### src/rtl/cacheline_adapter.sv
// Cache line port (256b) to 4-beat 64b burst memory responder.
// Define CACHELINE_ADAPTER_PREFETCH_EN to add the one-line prefetch buffer.
module cacheline_adapter (
  input  logic         clk,
  input  logic         rst,
  input  logic [31:0]  dfp_addr,
  input  logic         dfp_read,
  input  logic         dfp_write,
  input  logic [255:0] dfp_wdata,
  output logic [255:0] dfp_rdata,
  output logic         dfp_resp,
  input  logic         prefetch_req,
  input  logic [31:0]  prefetch_addr,
  output logic [31:0]  bmem_addr,
  output logic         bmem_read,
  output logic         bmem_write,
  output logic [63:0]  bmem_wdata,
  input  logic         bmem_ready,
  input  logic [63:0]  bmem_rdata,
  input  logic         bmem_rvalid
);

  typedef enum logic [2:0] {
    IDLE,
    RD_REQ,
    RD_WAIT,
    WR,
    RESP
`ifdef CACHELINE_ADAPTER_PREFETCH_EN
    ,
    PF_REQ,
    PF_WAIT
`endif
  } state_t;

  state_t       state;
  state_t       next;
  logic [1:0]   cnt;
  logic [26:0]  addr;
  logic [255:0] line;
  logic [26:0]  dfp_line;
  logic         last_rd;
  logic         hit;
  logic [255:0] hit_line;
  logic         unused;

  assign dfp_line = dfp_addr[31:5];
  assign last_rd  = bmem_rvalid && (cnt == 2'd3);

`ifdef CACHELINE_ADAPTER_PREFETCH_EN
  logic         pf_pend;
  logic [26:0]  pf_addr;
  logic         buf_valid;
  logic [26:0]  buf_tag;
  logic [255:0] buf_line;
  logic [26:0]  pf_line;

  assign pf_line  = prefetch_addr[31:5];
  assign hit      = buf_valid && (buf_tag == dfp_line);
  assign hit_line = buf_line;
  assign unused   = ^{dfp_addr[4:0], prefetch_addr[4:0]};

  always_ff @(posedge clk) begin
    if (rst) begin
      pf_pend   <= 1'b0;
      pf_addr   <= '0;
      buf_valid <= 1'b0;
      buf_tag   <= '0;
      buf_line  <= '0;
    end else begin
      if (state == IDLE && dfp_write) begin
        if (buf_tag == dfp_line) buf_valid <= 1'b0;
        if (pf_addr == dfp_line) pf_pend <= 1'b0;
      end
      if (state == IDLE && !dfp_write && !dfp_read && pf_pend)
        pf_pend <= 1'b0;
      if (state == PF_WAIT && last_rd) begin
        buf_valid <= 1'b1;
        buf_tag   <= addr;
        buf_line  <= {bmem_rdata, line[191:0]};
      end
      // A newer hint replaces the pending one; hints for the held line are dropped
      if (prefetch_req && !(buf_valid && buf_tag == pf_line)) begin
        pf_pend <= 1'b1;
        pf_addr <= pf_line;
      end
    end
  end
`else
  assign hit      = 1'b0;
  assign hit_line = '0;
  assign unused   = ^{dfp_addr[4:0], prefetch_req, prefetch_addr};
`endif

  always_ff @(posedge clk) begin
    if (rst) state <= IDLE;
    else     state <= next;
  end

  always_comb begin
    next       = state;
    bmem_read  = 1'b0;
    bmem_write = 1'b0;
    bmem_addr  = '0;
    bmem_wdata = '0;
    dfp_resp   = 1'b0;
    dfp_rdata  = '0;
    unique case (state)
      IDLE: begin
        if (dfp_write)     next = WR;
        else if (dfp_read) next = hit ? RESP : RD_REQ;
`ifdef CACHELINE_ADAPTER_PREFETCH_EN
        else if (pf_pend)  next = PF_REQ;
`endif
      end
      RD_REQ: begin
        bmem_read = 1'b1;
        bmem_addr = {addr, 5'd0};
        if (bmem_ready) next = RD_WAIT;
      end
      RD_WAIT: if (last_rd) next = RESP;
      WR: begin
        bmem_write = 1'b1;
        bmem_addr  = {addr, 5'd0};
        bmem_wdata = dfp_wdata[{cnt, 6'd0} +: 64];
        if (bmem_ready && cnt == 2'd3) next = RESP;
      end
      RESP: begin
        dfp_resp  = 1'b1;
        dfp_rdata = line;
        next      = IDLE;
      end
`ifdef CACHELINE_ADAPTER_PREFETCH_EN
      PF_REQ: begin
        bmem_read = 1'b1;
        bmem_addr = {addr, 5'd0};
        if (bmem_ready) next = PF_WAIT;
      end
      PF_WAIT: if (last_rd) next = IDLE;
`endif
      default: next = IDLE;
    endcase
  end

  always_ff @(posedge clk) begin
    if (rst) begin
      cnt  <= '0;
      addr <= '0;
      line <= '0;
    end else begin
      unique case (state)
        IDLE: begin
          cnt <= '0;
          if (dfp_write || dfp_read) addr <= dfp_line;
`ifdef CACHELINE_ADAPTER_PREFETCH_EN
          else if (pf_pend) addr <= pf_addr;
`endif
          if (!dfp_write && dfp_read && hit) line <= hit_line;
        end
        RD_WAIT: begin
          if (bmem_rvalid) begin
            line[{cnt, 6'd0} +: 64] <= bmem_rdata;
            cnt <= cnt + 2'd1;
          end
        end
`ifdef CACHELINE_ADAPTER_PREFETCH_EN
        PF_WAIT: begin
          if (bmem_rvalid) begin
            line[{cnt, 6'd0} +: 64] <= bmem_rdata;
            cnt <= cnt + 2'd1;
          end
        end
`endif
        WR: if (bmem_ready) cnt <= cnt + 2'd1;
        default: ;
      endcase
    end
  end

endmodule

### config.mk
export PLATFORM = sky130hd
export DESIGN_NAME = cacheline_adapter
export DESIGN_NICKNAME = d
export VERILOG_FILES = /design/src/rtl/cacheline_adapter.sv
export SDC_FILE = /design/constraint.sdc
export NUM_CORES = 1
export LEC_CHECK = 0
export ABC_CLOCK_PERIOD_IN_PS = 4200
export BUFFER_PORTS_ARGS = -buffer_cell sky130_fd_sc_hd__buf_2
export CORE_AREA = 2 2 286 288
export DETAILED_ROUTE_END_ITERATION = 8
export DIE_AREA = 0 0 288 290
export HOLD_SLACK_MARGIN = 0.03
export SLEW_MARGIN = 25
export SYNTH_ARGS = -nofsm -noshare
export SYNTH_HDL_FRONTEND = slang
export SYNTH_SLANG_ARGS = --single-unit
export TNS_END_PERCENT = 20
### constraint.sdc
create_clock -name clk -period 4.2 [get_ports clk]
set_clock_uncertainty 0.05 [all_clocks]
set_input_delay 0.42 -clock clk [delete_from_list [all_inputs] [get_ports clk]]
set_output_delay 0.42 -clock clk [all_outputs]
set_load 0.05 [all_outputs]
==> results.py <==
metrics = {
    "grt": {
        "antenna_found_initial": 33,
        "grt_max_degree": 155,
        "grt_pass1_wl_mm": 122.3,
        "first_global_vias": 15658,
        "track_usage": 0.2012,
        "overflow": 0,
    },
    "clock_network": {
        "root_buffer": "clkbuf_16",
        "cts_buffers": 37,
        "ctsResizeCount": 0,
        "holdBufCountCts": 0,
        "cts_setup_buffers": 0,
        "cts_tree": "done",
        "cts.sinks": 288,
        "cts_max_path_buffers": 3,
        "htreeDepth": 2,
        "clock_latency_ps": 550,
        "clk_pin_slew_ps": 60,
    },
    "die": {
        "dieArea_mm2": 0.08352,
        "fp.dieH_um": 290,
        "chipWidth_um": 288,
        "row_count": 104,
        "top_level_ports": 746,
        "core_mm2": 0.08016,
        "initial_utilization": 0.2081,
    },
    "synthesis": {
        "ys.flop_type": "dfxtp_1",
        "async_reset_ff_frac": 0,
        "synth.cell_area_mm2": 0.01668,
        "avgSynthCellArea_um2": 8.845,
        "ys_types": 37,
        "synth-seq-area-share": 0.3456,
        "synth_edf_count": 0,
        "synthCells": 1886,
        "yosysTopAreaCellShare": 0.3456,
        "synth-seq-cells": 288,
        "yosysTopAreaCell": "dfxtp_1",
        "synthTopCellsByArea": "dfxtp_1 (35%), nand2b_1 (12%), and2_1 (11%), nand4_1 (9.6%), mux4_2 (8.6%)",
        "ys_warn_count": 0,
    },
    "detailed_routing": {
        "ant_nets": 0,
        "first_pass_iters": 5,
        "drc": 0,
        "drt-total-wl_mm": 87.78,
        "viasPerCell": 4.701,
        "dr.first_iter.drc_count": 1457,
        "avgRoutedWirePerCell_um": 24.78,
        "via_count": 16652,
    },
    "outcome": {
        "status": "complete, no violations",
    },
    "pwr": {
        "p_per_area_mw_per_mm2": 335.3,
        "leakage_nw": 9.457,
        "vdd.ir_drop.worst_mv": 0.2343,
    },
    "timing": {
        "fin_setup_tns_ps": 0,
        "finalHoldViolations": 0,
        "finalWorstPathRequiredPeriod_ps": 3291,
        "worst_pin_slew_ps": 1026,
        "maxSlewHeadroom": 0.3161,
        "report.final.slew_viol_count": 0,
        "rsz0062_at_grt": "false",
        "setup_viol": 0,
        "fmax_ghz": 0.3038,
        "post-route-period-util": 0.7836,
    },
    "finish": {
        "layout_commonest_cell": "buf_2",
        "final_cell_mix": "buf_2 (701), nand2b_1 (314), dfxtp_1 (285), and2_1 (284), nand4_1 (256)",
        "fin_nets": 2834,
        "area.growth.synth_to_final_pct": 31.92,
        "final_cells": 3542,
        "drive_gt1_frac": 0.3669,
    },
    "critical_path": {
        "cp.depth": 4,
        "reg2reg_depth": 6,
        "worst_path_largest_cell_delay_ps": 630,
        "crit_family": "buffers and inverters",
        "crit_chain": "buf_12, mux4_2, and3_1, buf_2",
        "crit_slowest_cell": "mux4_2",
        "r2r_slack_ps": 1470,
        "end_kind": "primary output",
        "crit_type": "register to primary output",
        "critPathLaunchType": "register",
        "crit_buf_inv": 2,
        "crit_fanout": 55,
        "crit_required_ps": 3730,
        "crit_arrival_ps": 2820,
    },
    "place": {
        "dpl.hpwl_mm": 64.74,
        "port_buffers": 702,
        "place_congestion": 1.025,
        "post-place-cells": 3459,
    },
    "hold_path": {
        "hold_path.class": "input pin to register",
        "whs_path_depth": 3,
    },
    "run": {
        "max-cap-violations": 0,
    },
}
## kinds of logic (layout without fill, tap and decap cells)
kind of cell    Yosys count  count (layout)  synth area share
simple gates           1009            1009            0.3798
flops                   288             288            0.3456
compound gates          261             261           0.08520
buf+inv                 229             803           0.08160
mux                      93              93            0.1038
fa+ha+maj                 5               5          0.003750
other cells               1              23         0.0002248
## metrics by stage
stage | setup slack [ps] | hold WS (ps) | total power (W) | cell area [um2] | utilization
floorplan | 1799 | 387.6 | 0.003623 | 16700 | -
global placement | 1439 | 398.6 | 0.004078 | 20690 | 0.2581
detailed placement | 1452 | 401.8 | 0.004076 | 20690 | 0.2581
CTS | 836.4 | 35.35 | 0.007453 | 21960 | 0.2739
global route | 759.0 | 54.37 | 0.007636 | 21960 | 0.2740
finish | 908.8 | 76.00 | 0.007379 | 22010 | 0.2746
## worst register-to-register path, stage by stage (launching register included)
cell and delay (ps):
dfxtp_4 610, inv_1 240, ha_1 380, nor4b_2 330, buf_4 590, nand4_1 310, o21ai_0 120
## registers in the layout, summed over array words and instances (netlist names)
signal  count
cnt         2
addr       27
line      256
state       3
## power breakdown
part,internal (W),switching [W],total [W],leakage (nW)
clock,0.00200,0.00135,0.00335,0.625
combinational,0.000431,0.000766,0.00120,6.50
sequential,0.00279,0.0000416,0.00283,2.33
total,0.00522,0.00216,0.00738,9.46
## cells in the mapped netlist (all sizes together), types with 2 or more instances
library cell / n
and2: 288
nand4: 256
mux4: 64
clkbuf: 116
o21ai: 256
dfxtp: 288
nand2: 4
nor4b: 2
nor4bb: 2
mux2i: 29
nor2: 5
nor3b: 3
a21oi: 2
nor2b: 67
buf: 109
inv: 4
ha: 5
and3: 64
nand2b: 314
## layout make-up
class                   instances  area (um2)
flip-flops and latches        288        5774
clock buffers                  51        1081
diodes                         18       45.04
clock inverters                14       190.2
multi-input cells            1373        9683
repair buffers                734        3892
fillers                      8705       58150
well taps                    1060        1326
inverters                       4       15.01
## layer usage
metal / vias up / GRT usage / wire, um
met5: - / 0 / 52
met4: 8 / 0.02553 / 922
met3: 74 / 0.05220 / 8114
met2: 757 / 0.3019 / 38100
met1: 8086 / 0.2941 / 40590
li1: 7727 / - / -
## final timing paths
path | endpoint | start
min | addr[10]$_SDFFE_PP0P_ | dfp_addr[15]
max reg2reg | line[189]$_SDFFE_PP0P_ | cnt[0]$_SDFFE_PP0P_
min reg2reg | line[45]$_SDFFE_PP0P_ | line[45]$_SDFFE_PP0P_
max | bmem_wdata[17] | cnt[0]$_SDFFE_PP0P_
Note: power is estimated with default switching activity, not from simulation.
